$ cat config.mk
export PLATFORM = sky130hd
export DESIGN_NAME = mul_hilo_unit
export DESIGN_NICKNAME = d
export VERILOG_FILES = /design/src/rtl/mul_hilo_unit.sv
export SDC_FILE = /design/constraint.sdc
export NUM_CORES = 1
export LEC_CHECK = 0
export ABC_AREA = 0
export ABC_CLOCK_PERIOD_IN_PS = 6100
export CORE_UTILIZATION = 60
export DETAILED_ROUTE_END_ITERATION = 12
export PLACE_DENSITY = 0.85
export SETUP_SLACK_MARGIN = 0.1
export SYNTH_ARGS = -nofsm -noshare
export SYNTH_HDL_FRONTEND = slang
export SYNTH_SLANG_ARGS = --single-unit
export TNS_END_PERCENT = 1
$ cat constraint.sdc
create_clock -name clk -period 6.1 [get_ports clk]
set_input_delay 1.83 -clock clk [delete_from_list [all_inputs] [get_ports clk]]
set_output_delay 1.83 -clock clk [all_outputs]
set_load 0.005 [all_outputs]
$ cat src/rtl/mul_hilo_unit.sv
// mul_hilo_unit: iterative shift-add unsigned multiplier (MULTU) feeding a
// HI/LO register pair. A multiply takes WIDTH RUN cycles plus one DONE cycle.
// The product is held until the controller issues COMMIT, which copies it into HI/LO.
// MFHI/MFLO codes select HI or LO onto rd_data combinationally.
module mul_hilo_unit #(
    parameter int          WIDTH  = 32,
    parameter logic [5:0]  COMMIT = 6'b111111,
    parameter logic [5:0]  MFHI   = 6'd16,
    parameter logic [5:0]  MFLO   = 6'd18
) (
    input  logic             clk,
    input  logic             rst,
    input  logic             start,
    input  logic [WIDTH-1:0] op_a,
    input  logic [WIDTH-1:0] op_b,
    input  logic [5:0]       ctl,
    output logic             busy,
    output logic             done,
    output logic [WIDTH-1:0] hi,
    output logic [WIDTH-1:0] lo,
    output logic [WIDTH-1:0] rd_data
);

    // Counter wide enough to hold WIDTH-1 and its increment without wrapping.
    localparam int CW = $clog2(WIDTH) + 1;
    localparam logic [CW-1:0] LAST = CW'(WIDTH - 1);

    typedef enum logic [1:0] {
        IDLE = 2'd0,
        RUN  = 2'd1,
        DONE = 2'd2
    } state_e;

    state_e               state_q, state_d;
    logic [CW-1:0]        cnt_q, cnt_d;
    logic [2*WIDTH-1:0]   mcand_q, mcand_d;
    logic [WIDTH-1:0]     mplier_q, mplier_d;
    logic [2*WIDTH-1:0]   prod_q, prod_d;
    logic                 valid_q, valid_d;
    logic [WIDTH-1:0]     hi_q, hi_d;
    logic [WIDTH-1:0]     lo_q, lo_d;

    logic accept;
    logic last_step;

    // A start is accepted only from IDLE; while busy it is simply dropped.
    assign accept    = (state_q == IDLE) && start;
    assign last_step = (state_q == RUN) && (cnt_q == LAST);

    // Next-state logic: IDLE -> RUN on start, RUN for WIDTH edges, DONE for one cycle.
    always_comb begin
        state_d = state_q;
        case (state_q)
            IDLE:    if (start)     state_d = RUN;
            RUN:     if (last_step) state_d = DONE;
            DONE:                   state_d = IDLE;
            default:                state_d = IDLE;
        endcase
    end

    // Shift-add datapath: one multiplier bit consumed per RUN edge.
    always_comb begin
        cnt_d    = cnt_q;
        mcand_d  = mcand_q;
        mplier_d = mplier_q;
        prod_d   = prod_q;
        valid_d  = valid_q;
        if (accept) begin
            mcand_d  = {{WIDTH{1'b0}}, op_a};
            mplier_d = op_b;
            prod_d   = '0;
            cnt_d    = '0;
            valid_d  = 1'b0;
        end else if (state_q == RUN) begin
            if (mplier_q[0]) prod_d = prod_q + mcand_q;
            mcand_d  = mcand_q << 1;
            mplier_d = mplier_q >> 1;
            cnt_d    = cnt_q + CW'(1);
            if (last_step) valid_d = 1'b1;
        end
    end

    // HI/LO commit: uses the registered product, so a COMMIT coinciding with a
    // new start in IDLE still writes the previous result.
    always_comb begin
        hi_d = hi_q;
        lo_d = lo_q;
        if ((ctl == COMMIT) && valid_q) begin
            hi_d = prod_q[2*WIDTH-1:WIDTH];
            lo_d = prod_q[WIDTH-1:0];
        end
    end

    // State and datapath registers; reset wins over every other input.
    always_ff @(posedge clk) begin
        if (rst) begin
            state_q  <= IDLE;
            cnt_q    <= '0;
            mcand_q  <= '0;
            mplier_q <= '0;
            prod_q   <= '0;
            valid_q  <= 1'b0;
            hi_q     <= '0;
            lo_q     <= '0;
        end else begin
            state_q  <= state_d;
            cnt_q    <= cnt_d;
            mcand_q  <= mcand_d;
            mplier_q <= mplier_d;
            prod_q   <= prod_d;
            valid_q  <= valid_d;
            hi_q     <= hi_d;
            lo_q     <= lo_d;
        end
    end

    // Move-from read port, zero when the control code is not a read.
    always_comb begin
        rd_data = '0;
        if (ctl == MFHI)      rd_data = hi_q;
        else if (ctl == MFLO) rd_data = lo_q;
    end

    assign busy = (state_q != IDLE);
    assign done = (state_q == DONE);
    assign hi   = hi_q;
    assign lo   = lo_q;

endmodule

After elaboration in Yosys (flattened, before gate mapping)
Cells that the tools add are included.
{"block": "word_totals", "out_inout_bits": 98, "in_bits": 73, "ff_bits": 233}
{"block": "classes", "add_sub_neg": 2, "reduce_logical": 10, "muxes": 9, "eq_ne": 8}
{"operator": "$mux W32", "count": 6}
{"operator": "$add A64 B64 Y64", "count": 1}
{"operator": "$eq A6 B5 Y1 const B", "count": 3}
{"operator": "$add A6 B1 Y6 const B", "count": 1}
{"operator": "$eq A6 B6 Y1 const B", "count": 1}
{"operator": "$reduce_and A2 Y1", "count": 3}
{"operator": "$mux W2", "count": 2}
{"operator": "$ne A2 B2 Y1 const B", "count": 2}
{"operator": "$pmux W2 S2", "count": 1}
{"operator": "$reduce_bool A2 Y1", "count": 2}
{"operator": "$logic_and A1 B1 Y1", "count": 3}
{"operator": "$eq A2 B1 Y1 const B", "count": 1}
{"operator": "$eq A2 B2 Y1 const B", "count": 1}
{"operator": "$logic_not A2 Y1", "count": 1}
{"operator": "$reduce_or A2 Y1", "count": 1}

Logic depth before layout (Yosys ltp)
Gate-level depths: netlist of run 1.
{"block": "depth", "depth_word": 4, "ltp_mapped": 13, "mapped_depth_nobuf": 13}

Least setup slack after synthesis of run 1
OpenSTA, ideal clock, no wires.
{"block": "synth_path", "kind": "in2out", "from": "input port ctl[1]", "to": "output port rd_data[10]", "path_slack_ns": 1.478, "required_ns": 4.270, "arrival_time_ns": 2.792, "path_stages": 4, "path_cell_list": "clkbuf_1 > buf_1 > mux2i_1 > nor2_1"}
{"block": "synth_between", "elab_chain_cells": 3, "elab_cells_between_ends": 4, "cone_classes": "2 x eq/ne; 2 x mux"}
{"element": "start, declared", "line": "16", "source": "input logic [5:0] ctl,"}
{"element": "$eq A6 B5 Y1", "line": "121", "source": "else if (ctl == MFLO) rd_data = lo_q;"}
{"element": "$mux W32", "line": "121"}
{"element": "$mux W32 (*)", "line": "120", "source": "if (ctl == MFHI) rd_data = hi_q;"}
{"element": "end, declared", "line": "21", "source": "output logic [WIDTH-1:0] rd_data"}
Mark *: on every way between the ends. The rest lies on a longest branch, timed or not.

Worst setup path after layout of run 1
{"block": "layout_path", "from": "input port ctl[5]", "to": "output port rd_data[21]"}
The elaborated chain is that of the path after synthesis.

==> summary.txt, run 1 <==
Outcome
  • Run status: finished, final reports clean

CTS
  • CTS max path bufs: 3
  • Clk Latency, worst-skew pair: 530 ps
  • Cts hold-fix bufs: 0
  • Post-CTS Setup Repair Bufs: 0
  • CTS HTree Levels: 1
  • Root Buffer: clkbuf_16
  • CTS tree: yes
  • CTS Buf Count: 25
  • Post-CTS sizing: 0
  • Worst-path clk slew: ~60 ps
  • Clk sinks: approximately 230

Detailed routing
  • DRT Pass-1 Iters: 5
  • Via count: around 12,000
  • Final ANT Viol Nets: 0
  • DR iter-0 viols: about 870
  • DR DRC count: 0
  • Routed wire per std cell: approximately 18 um
  • Final wirelength: about 36,000 um
  • Via/cell ratio: about 6

Hold path
  • Hold Path End: mplier_q[9]$_SDFFE_PP0P_
  • Hold path start: mplier_q[9]$_SDFFE_PP0P_
  • Hold path depth: 2
  • Hold Path Class: reg -> reg

STA
  • Slew Limit Fails: 0
  • Hold Vio Cnt, Final: 0
  • Max Clk Rate: around 0.18 GHz
  • Tcrit/Tclk final: 0.894
  • RSZ-0062 raised after global routing: no
  • Slew margin rel.: 0.202
  • Worst-margin pin slew: 1200 ps
  • Worst Clk Skew: about 19 ps
  • Fin crit period: between 5000 and 6000 ps
  • WHS: between 400 and 500 ps
  • Setup TNS: 0 ps
  • Final setup violation count: 0

Power
  • Worst VDD drop: approximately 0.21 mV
  • Total power draw: around 3.5 mW
  • Power per cell area: between 200 and 250 mW/mm2
  • Leak: approximately 5.7 nW

Yosys
  • Synth top area cells: dfxtp_1, nand2_1, a21oi_1
  • Post-synthesis sequential area ratio: 0.374
  • Mapped Nets: about 1,800
  • Share of the synthesized area in the top cell type: 0.374
  • Async SR Flop Fraction: 0
  • Syn. warnings: 0
  • Cell taking the most area after synthesis: dfxtp_1
  • Seq cells post-synth: between 200 and 250
  • Primary FF master, synth: dfxtp_1
  • Synth unique cells: 64
  • Post-synthesis cell area: approximately 0.012 mm2
  • Post-synth EDFFs: 0
  • Cells after Synth: ~1,600
  • Synthesized area per cell: between 7 and 8 um2

Global route
  • Vias in the first global route: between 10,000 and 15,000
  • Total Routing Usage GR: 0.330
  • First-pass GRT wire length: a little under 60,000 um
  • Initial antenna violation count: 0
  • Remaining Overflow, GRT: 0
  • Largest net degree at the start of global routing: 82

Worst setup path
  • FF-to-FF path depth: 13
  • Setup crit end kind: output port
  • Reg-to-reg endpoint: prod_q[60]$_SDFFE_PP0P_
  • Crit start category: primary input
  • Critical-path maximum fanout: 20
  • Worst Path Arrival: 3620 ps
  • FF-to-FF Start: mcand_q[0]$_SDFFE_PP0P_
  • CP required: 4270 ps
  • R2r setup slk: between 2000 and 2500 ps
  • Crit Path Class: in -> out

Die
  • Initial Util: 0.614
  • Die area: roughly 0.021 mm2
  • Chip height: 146 um
  • Rows: 52
  • Die W: ~150 um
  • Ports placed on the boundary: 171
  • CORE AREA: between 0.02 and 0.025 mm2

Placement
  • Area post-placement: ~0.014 mm2
  • IO buf count: 170
  • Placed cell count: slightly below 2,000
  • Post-DP HPWL: 25,000 um
  • Routability congestion estimate: about 0.94

Layout
  • Area Overhead vs Synth: 21.1%
  • Ant diodes: 0
  • Fill count: between 1,500 and 2,000
  • Final #Nets: roughly 1,900
  • Share of layout cells above drive strength 1: 0.0477
  • Final instance area: approximately 0.015 mm2
  • Final std cells w/o fill: about 2,000

Flow run
  • Max Cap Viol: 0
-- critical path, stage by stage --
cell	delay, ps
clkdlybuf4s50_1	440
nor4_1	300
nand2_1	160
buf_4	240
nor2_1	140
clkdlybuf4s50_1	510
-- placed cells by master, fill, tap and decap left out, types with 32 or more instances in the layout --
cell type	netlist	final
a21o_1	42	42
a21oi_1	285	285
a22oi_1	62	62
clkdlybuf4s50_1	0	168
dfxtp_1	233	233
ha_1	64	64
mux2i_1	34	34
nand2_1	401	400
nor2_1	86	84
xnor2_1	32	32
-- worst max path at each step --
stage / from / to / slack, ps / cells after the start
6_report: ctl[5] / rd_data[21] / 650 / 6
5_1_grt: ctl[5] / rd_data[27] / 550 / 6
3_3_place_gp: ctl[5] / rd_data[28] / 710 / 6
4_1_cts: ctl[5] / rd_data[21] / 660 / 6
3_5_place_dp: ctl[5] / rd_data[12] / 660 / 6
2_1_floorplan: ctl[1] / rd_data[10] / 1480 / 4
-- final cells by class --
type                    count  area, um2  share of cell area
inverters                  17       63.8             0.00423
repair buffers            188       1830               0.121
multi-input cells        1279       7310               0.484
well taps                 270        338              0.0224
flip-flops and latches    233       4660               0.309
clock inverters            14        194              0.0128
clock buffers              31        698              0.0462
-- logic make-up after synthesis --
logic type                 count (synthesis)  share of synthesized area
muxes                                     35                     0.0282
xor gates and xnor gates                  56                     0.0393
and+or+nand+nor                          619                      0.210
buffers and inverters                    136                     0.0418
AOI/OAI and AO/OA                        504                      0.240
adders and majority gates                 65                     0.0658
DFF                                      233                      0.374
-- report_power, final --
group | internal [mW] | total, mW | switching, mW
Sequential | 1.55 | 1.58 | 0.0248
Combinational | 0.105 | 0.272 | 0.167
Clock | 0.986 | 1.63 | 0.646
-- layer usage --
layer,share of wire,vias to the layer above,GRT usage
met3,0.072,66,0.0447
met4,0.028,0,0.112
met1,0.43,5850,0.428
met5,0,-,0
li1,-,5958,-
met2,0.47,488,0.563
-- Yosys cell counts (6+ instances only) --
library cell	instances
o21bai_1	16
xnor2_1	32
nor2b_1	7
xor2_1	24
nor2_1	86
a22oi_1	62
or3_1	7
nor3_1	14
o21a_1	6
a211oi_1	9
o21ai_1	21
nand3_1	31
and2_1	8
nor4_1	6
buf_1	15
nand2_1	401
clkbuf_1	100
nand4_1	28
ha_1	64
and3_1	9
a21oi_1	285
inv_1	15
o21ai_0	19
dfxtp_1	233
a21o_1	42
mux2i_1	34
a31oi_1	8
-- registers in the layout (all words and copies together) (netlist names) --
register  cells
cnt_q         6
hi           32
lo           32
mcand_q      64
mplier_q     32
prod_q       64
state_q       2
valid_q       1
-- metrics by stage --
step	setup WS [ps]	util
2_1_floorplan	1480	-
3_5_place_dp	660	0.700
4_1_cts	661	0.744
3_3_place_gp	711	0.700
6_report	650	0.744
5_1_grt	550	0.744
Note: power is estimated with default switching activity, not from simulation.
==> run 2, diff against run 1 <==
ABC_CLOCK_PERIOD_IN_PS = 4900   (was 6100)
CORE_UTILIZATION = 50   (was 60)
PLACE_DENSITY = 0.76   (was 0.85)
SETUP_SLACK_MARGIN = default   (was 0.1)
clock period = 4.9 ns   (was 6.1 ns; I/O delays follow)
==> run 2 against run 1 <==
Effect of this change:
- worst setup slack got worse by 500 ps
- largest cell class unchanged
- cell count rose by 2.5%
- register-to-register slack got worse by 1000 ps
- largest power group is now sequential cells
==> summary.txt, run 2 (synthesis gave the netlist of run 1 again) <==
Worst setup path
  • Crit start category: primary input
  • Crit Path Class: in -> out
  • Critical-path maximum fanout: 21 (+5.0%)
  • CP required: 3430 ps (-840 ps)
  • Setup crit end kind: output port
  • Worst Path Arrival: 3280 ps (-340 ps)

Power
  • Power per cell area: 278 mW/mm2 (+20%)
  • Worst VDD drop: 0.205 mV (-1.1%)
  • Leak: 5.69 nW (-0.61%)

CTS
  • Post-CTS sizing: 0 (unchanged)
  • CTS HTree Levels: 1 (unchanged)
  • Clk Latency, worst-skew pair: 520 ps (about the same)
  • Root Buffer: clkbuf_16
  • CTS max path bufs: 3 (unchanged)
  • Worst-path clk slew: 50 ps (about the same)
  • CTS Buf Count: 25 (unchanged)
  • Cts hold-fix bufs: 0 (unchanged)
  • CTS tree: yes
  • Clk sinks: 233 (unchanged)
  • Post-CTS Setup Repair Bufs: 0 (unchanged)

Die
  • Chip height: 160 um (+9.4%)
  • Die area: 0.0256 mm2 (+20%)
  • Die W: 160 um (+9.4%)
  • Rows: 57 (+9.6%)
  • CORE AREA: 0.0244 mm2 (+20%)
  • Ports placed on the boundary: 171 (unchanged)
  • Initial Util: 0.511 (-0.103)

Detailed routing
  • Via count: 12,000 (-2.6%)
  • DR iter-0 viols: 841 (-3.0%)
  • Via/cell ratio: 5.78 (-5.0%)
  • Final wirelength: 35,300 um (-2.0%)
  • DRT Pass-1 Iters: 6 (+1)
  • Final ANT Viol Nets: 0 (unchanged)
  • Routed wire per std cell: 17.0 um (-4.3%)
  • DR DRC count: 0 (unchanged)

Hold path
  • Hold Path Class: reg -> reg

Layout
  • Fill count: 2,214 (+40%)
  • Multi-input gate area: 0.00731 mm2 (about the same)
  • Area Overhead vs Synth: 21.2%
  • Final #Nets: 1,881 (-0.053%)
  • Most common cell after layout, fill and taps aside: nand2_1
  • Largest regs: mcand_q: 64 flops, prod_q: 64 flops
  • Share of layout cells above drive strength 1: 0.0444 (-0.00330)
  • Commonest cells after routing, fill and taps aside: nand2_1, a21oi_1, dfxtp_1
  • Ant diodes: 0 (unchanged)
  • FF/Latch Area: 0.00466 mm2 (unchanged)

Global route
  • Initial antenna violation count: 0 (unchanged)
  • Largest net degree at the start of global routing: 96 (+17%)
  • Total Routing Usage GR: 0.272 (-0.0575)
  • Remaining Overflow, GRT: 0 (unchanged)
  • Vias in the first global route: 11,300 (-3.7%)
  • First-pass GRT wire length: 57,600 um (-0.78%)

STA
  • Fin crit period: 4750 ps
  • Final setup violation count: 0 (unchanged)
  • Max Clk Rate: about 0.21 GHz
  • Worst Clk Skew: 10.6 ps (-8.50 ps)
  • Hold Vio Cnt, Final: 0 (unchanged)
  • Post-route setup slack: 151 ps (-499 ps)
  • Worst-margin pin slew: 1030 ps (-171 ps)
  • RSZ-0062 raised after global routing: no
  • Slew margin rel.: 0.316 (+0.114)
  • Setup TNS: 0 ps (unchanged)
  • Slew Limit Fails: 0 (unchanged)
  • Tcrit/Tclk final: 0.969

Outcome
  • Run status: finished, final reports clean

Placement
  • Post-DP HPWL: 25,300 um (+1.2%)
  • IO buf count: 170 (unchanged)
  • Setup WS pre-CTS: 155 ps (-504 ps)
  • Routability congestion estimate: 0.952 (+1.4%)

Flow run
  • Max Cap Viol: 0 (unchanged)
[run 2: changes by cell type in the layout (fill, tap and decap cells not counted), moves of 2 or more]
cell and change:
buf_12 +2, bufinv_16 -2, clkbuf_1 +3, clkinv_2 -3, clkinv_4 -2, buf_4 -3
clkbuf_8 +2
[run 2: metrics by stage]
stage / instances / util / hold slack [ps] / instance area [um2] / total power, mW
floorplan: 1648 / - / 431 / 12500 / 2.21
global placement: 2040 / 0.586 / 443 / 14300 / 2.33
detailed placement: 2040 / 0.586 / 447 / 14300 / 2.34
CTS: 2082 / 0.620 / 455 / 15100 / 4.23
global route: 2082 / 0.620 / 473 / 15100 / 4.34
finish: 2082 / 0.620 / 453 / 15100 / 4.20
[run 2: report_power, final]
part           switching [mW]  leakage (nW)  internal (mW)
Sequential             0.0320          1.89           1.93
Clock                   0.758         0.400           1.14
Combinational           0.204          3.40          0.131
[run 2: final cells by class]
type | instances | area share
clock inverter | 6 | 0.00563
inverter | 17 | 0.00422
multi-input combinational | 1279 | 0.484
clock buffer | 36 | 0.0488
timing repair buffer | 187 | 0.122
tap | 324 | 0.0268
sequential | 233 | 0.309
[run 2: worst max-delay path: stages]
cell and delay [ps]:
clkdlybuf4s50_1 440, nor4_1 300, nand2_1 150, buf_4 240, nor2_1 150, clkdlybuf4s50_1 510
[run 2: path summary, 6_finish.rpt]
check / start / to / slack, ps / cells after the start
worst max-delay path: ctl[5] / rd_data[15] / 150 / 6
worst min-delay path: mplier_q[30]$_SDFFE_PP0P_ / mplier_q[30]$_SDFFE_PP0P_ / 450 / 2
worst max register to register: mcand_q[0]$_SDFFE_PP0P_ / prod_q[60]$_SDFFE_PP0P_ / 1150 / 13
worst min register to register: mplier_q[30]$_SDFFE_PP0P_ / mplier_q[30]$_SDFFE_PP0P_ / 450 / 2
[run 2: layer usage]
metal / global-route usage / share of wire
met5: 0 / 0
met4: 0.0879 / 0.029
met1: 0.365 / 0.45
met3: 0.0410 / 0.069
met2: 0.449 / 0.45
==> run 3, diff against run 2 <==
CORE_UTILIZATION = 58   (was 50)
DONT_BUFFER_PORTS = 1   (was default)
PLACE_DENSITY = 0.75   (was 0.76)
==> run 3 against run 2 <==
Effect of this change:
- sequential share of layout area is 3.8 points higher
- via count is 5.0% lower
- die area is 14% lower
- power is 4.5% higher
- non-clock buffer count is 172 lower
- worst hold slack hardly changed
- critical path type unchanged
- critical endpoint is now rd_data[29]
==> summary.txt, run 3 (synthesis gave the netlist of run 1 again) <==
CTS
  • CTS max path bufs: 3 (unchanged)
  • CTS Buf Count: 26 (+4.0%)
  • Cts hold-fix bufs: 0 (unchanged)
  • Clk Latency, worst-skew pair: 530 ps (about the same)
  • CTS tree: yes
  • Post-CTS sizing: 0 (unchanged)
  • CTS HTree Levels: 1 (unchanged)
  • Clk sinks: 233 (unchanged)
  • Post-CTS Setup Repair Bufs: 0 (unchanged)
  • Worst-path clk slew: 60 ps (about the same)
  • Root Buffer: clkbuf_16

Worst setup path
  • Setup crit end kind: output port
  • Critical-path cell list: nor4_1, nand2_1, buf_4, nor2_1
  • Crit start category: primary input
  • CP required: 3430 ps (about the same)
  • Slowest stage delay, CP: 260 ps (-250 ps)
  • Crit Path Class: in -> out
  • Worst path bufs/invs: 1 (-2)
  • Cell family with most CP delay: simple AND/OR/NAND/NOR gates
  • Worst Path Arrival: 2280 ps (-1000 ps)
  • FF-to-FF Start: prod_q[0]$_SDFFE_PP0P_
  • Reg-to-reg endpoint: prod_q[60]$_SDFFE_PP0P_
  • Slowest-stage cell, CP: buf_4
  • R2r setup slk: 1190 ps (+40 ps)
  • FF-to-FF path depth: 13 (unchanged)
  • Critical-path maximum fanout: 32 (+52%)
  • Cell count along the critical path: 4 (-2)

STA
  • Slew margin rel.: 0.345 (+0.0293)
  • Hold Vio Cnt, Final: 0 (unchanged)
  • Final setup violation count: 0 (unchanged)
  • Max Clk Rate: 0.267 GHz (+27%)
  • Worst Clk Skew: 8.59 ps (-1.99 ps)
  • Setup TNS: 0 ps (unchanged)
  • RSZ-0062 raised after global routing: no
  • Tcrit/Tclk final: 0.765 (-0.204)
  • Slew Limit Fails: 0 (unchanged)
  • Fin crit period: 3750 ps (-1000 ps)
  • Worst-margin pin slew: 982 ps (-44.0 ps)

Hold path
  • Hold path depth: 2 (unchanged)
  • Hold Path Class: reg -> reg
  • Hold path start: mplier_q[3]$_SDFFE_PP0P_
  • Hold Path End: mplier_q[3]$_SDFFE_PP0P_

Layout
  • Share of layout cells above drive strength 1: 0.0521 (+0.00777)
  • Ant diodes: 0 (unchanged)
  • Largest regs: mcand_q: 64 flops, prod_q: 64 flops
  • Most common cell after layout, fill and taps aside: nand2_1
  • Commonest cells after routing, fill and taps aside: nand2_1, a21oi_1, dfxtp_1
  • Area Overhead vs Synth: 8.09%
  • Final #Nets: 1,710 (-9.1%)
  • Final Core Density: 0.641 (+0.0214)

Global route
  • First-pass GRT wire length: 54,800 um (-5.0%)
  • Met1 Use GR: 0.418 (+0.0531)
  • Initial antenna violation count: 0 (unchanged)
  • Routing usage on met2: 0.512 (+0.0630)
  • GRT busiest layer: met2
  • GR Util met3: 0.0466 (+0.00559)
  • Largest net degree at the start of global routing: 133 (+39%)
  • Remaining Overflow, GRT: 0 (unchanged)
  • Vias in the first global route: 10,700 (-5.2%)
  • Total Routing Usage GR: 0.308 (+0.0360)

Detailed routing
  • Routed wire per std cell: 18.6 um (+9.7%)
  • Final ANT Viol Nets: 0 (unchanged)
  • DRT Pass-1 Iters: 6 (unchanged)
  • Via/cell ratio: 6.13 (+6.0%)
  • Final wirelength: 34,700 um (-1.6%)
  • Via count: 11,400 (-5.0%)
  • DR iter-0 viols: 757 (-10%)
  • DR DRC count: 0 (unchanged)

Die
  • Chip height: 149 um (-7.1%)
  • Initial Util: 0.593 (+0.0819)
  • CORE AREA: 0.0210 mm2 (-14%)
  • Die W: 149 um (-7.1%)
  • Ports placed on the boundary: 171 (unchanged)
  • Die area: 0.0221 mm2 (-14%)
  • Rows: 53 (-7.0%)

Power
  • Worst VDD drop: 0.322 mV (+57%)
  • Total power draw: 4.39 mW (+4.5%)
  • Power per cell area: 326 mW/mm2 (+17%)
  • Leak: 5.14 nW (-9.6%)

Placement
  • IO buf count: 0 (-100%)
  • Routability congestion estimate: 0.920 (-3.3%)
  • Post-DP HPWL: 24,100 um (-4.7%)

Flow run
  • Max Cap Viol: 0 (unchanged)

Outcome
  • Run status: finished, final reports clean
-- run 3: changes by cell type in the layout (fill, tap and decap cells not counted), sizes merged --
cell | previous run | this run
buf | 19 | 15
bufinv | 2 | 4
clkdlybuf4s50 | 168 | 0
clkinvlp | 2 | 1
clkinv | 2 | 4
inv | 17 | 18
clkbuf | 36 | 38
-- run 3: worst max-delay path by stage --
stage	startpoint	to
floorplan	ctl[1]	rd_data[10]
global placement	ctl[5]	rd_data[28]
detailed placement	ctl[5]	rd_data[29]
CTS	ctl[5]	rd_data[29]
global route	mcand_q[0]$_SDFFE_PP0P_	prod_q[60]$_SDFFE_PP0P_
finish	ctl[5]	rd_data[29]
-- run 3: power by group --
| group | total [mW] | internal [mW] | switching, mW |
|---|---|---|---|
| sequential | 1.97 | 1.93 | 0.0306 |
| combinational | 0.248 | 0.0800 | 0.168 |
| clock | 2.18 | 1.37 | 0.809 |
-- run 3: cell type report --
cell class	count	area [um2]
Fill cell	1867	7550
Clock inverter	10	163
Clock buffer	38	817
Multi-Input combinational cell	1279	7310
Tap cell	275	344
Sequential cell	233	4660
Timing Repair Buffer	15	113
Inverter	17	63.8
-- run 3: tightest hold or removal path, cell delays in order (launching register included) --
cell and delay, ps:
dfxtp_1 310, nand2_1 50, a21oi_1 50
-- run 3: routing by layer --
layer | vias to the layer above | routed length, um
met5 | - | 0
met4 | 0 | 761
met3 | 57 | 2390
met2 | 401 | 15900
met1 | 5365 | 15700
li1 | 5616 | -
-- run 3: through the flow --
step	hold WS [ps]	instance area [um2]	std cells	setup slack, ps
after floorplan	431	12500	1648	998
after global placement	437	12500	1819	1160
after detailed placement	441	12500	1819	1170
after CTS	450	13500	1867	1160
after global routing	466	13500	1867	913
final	453	13500	1867	1150
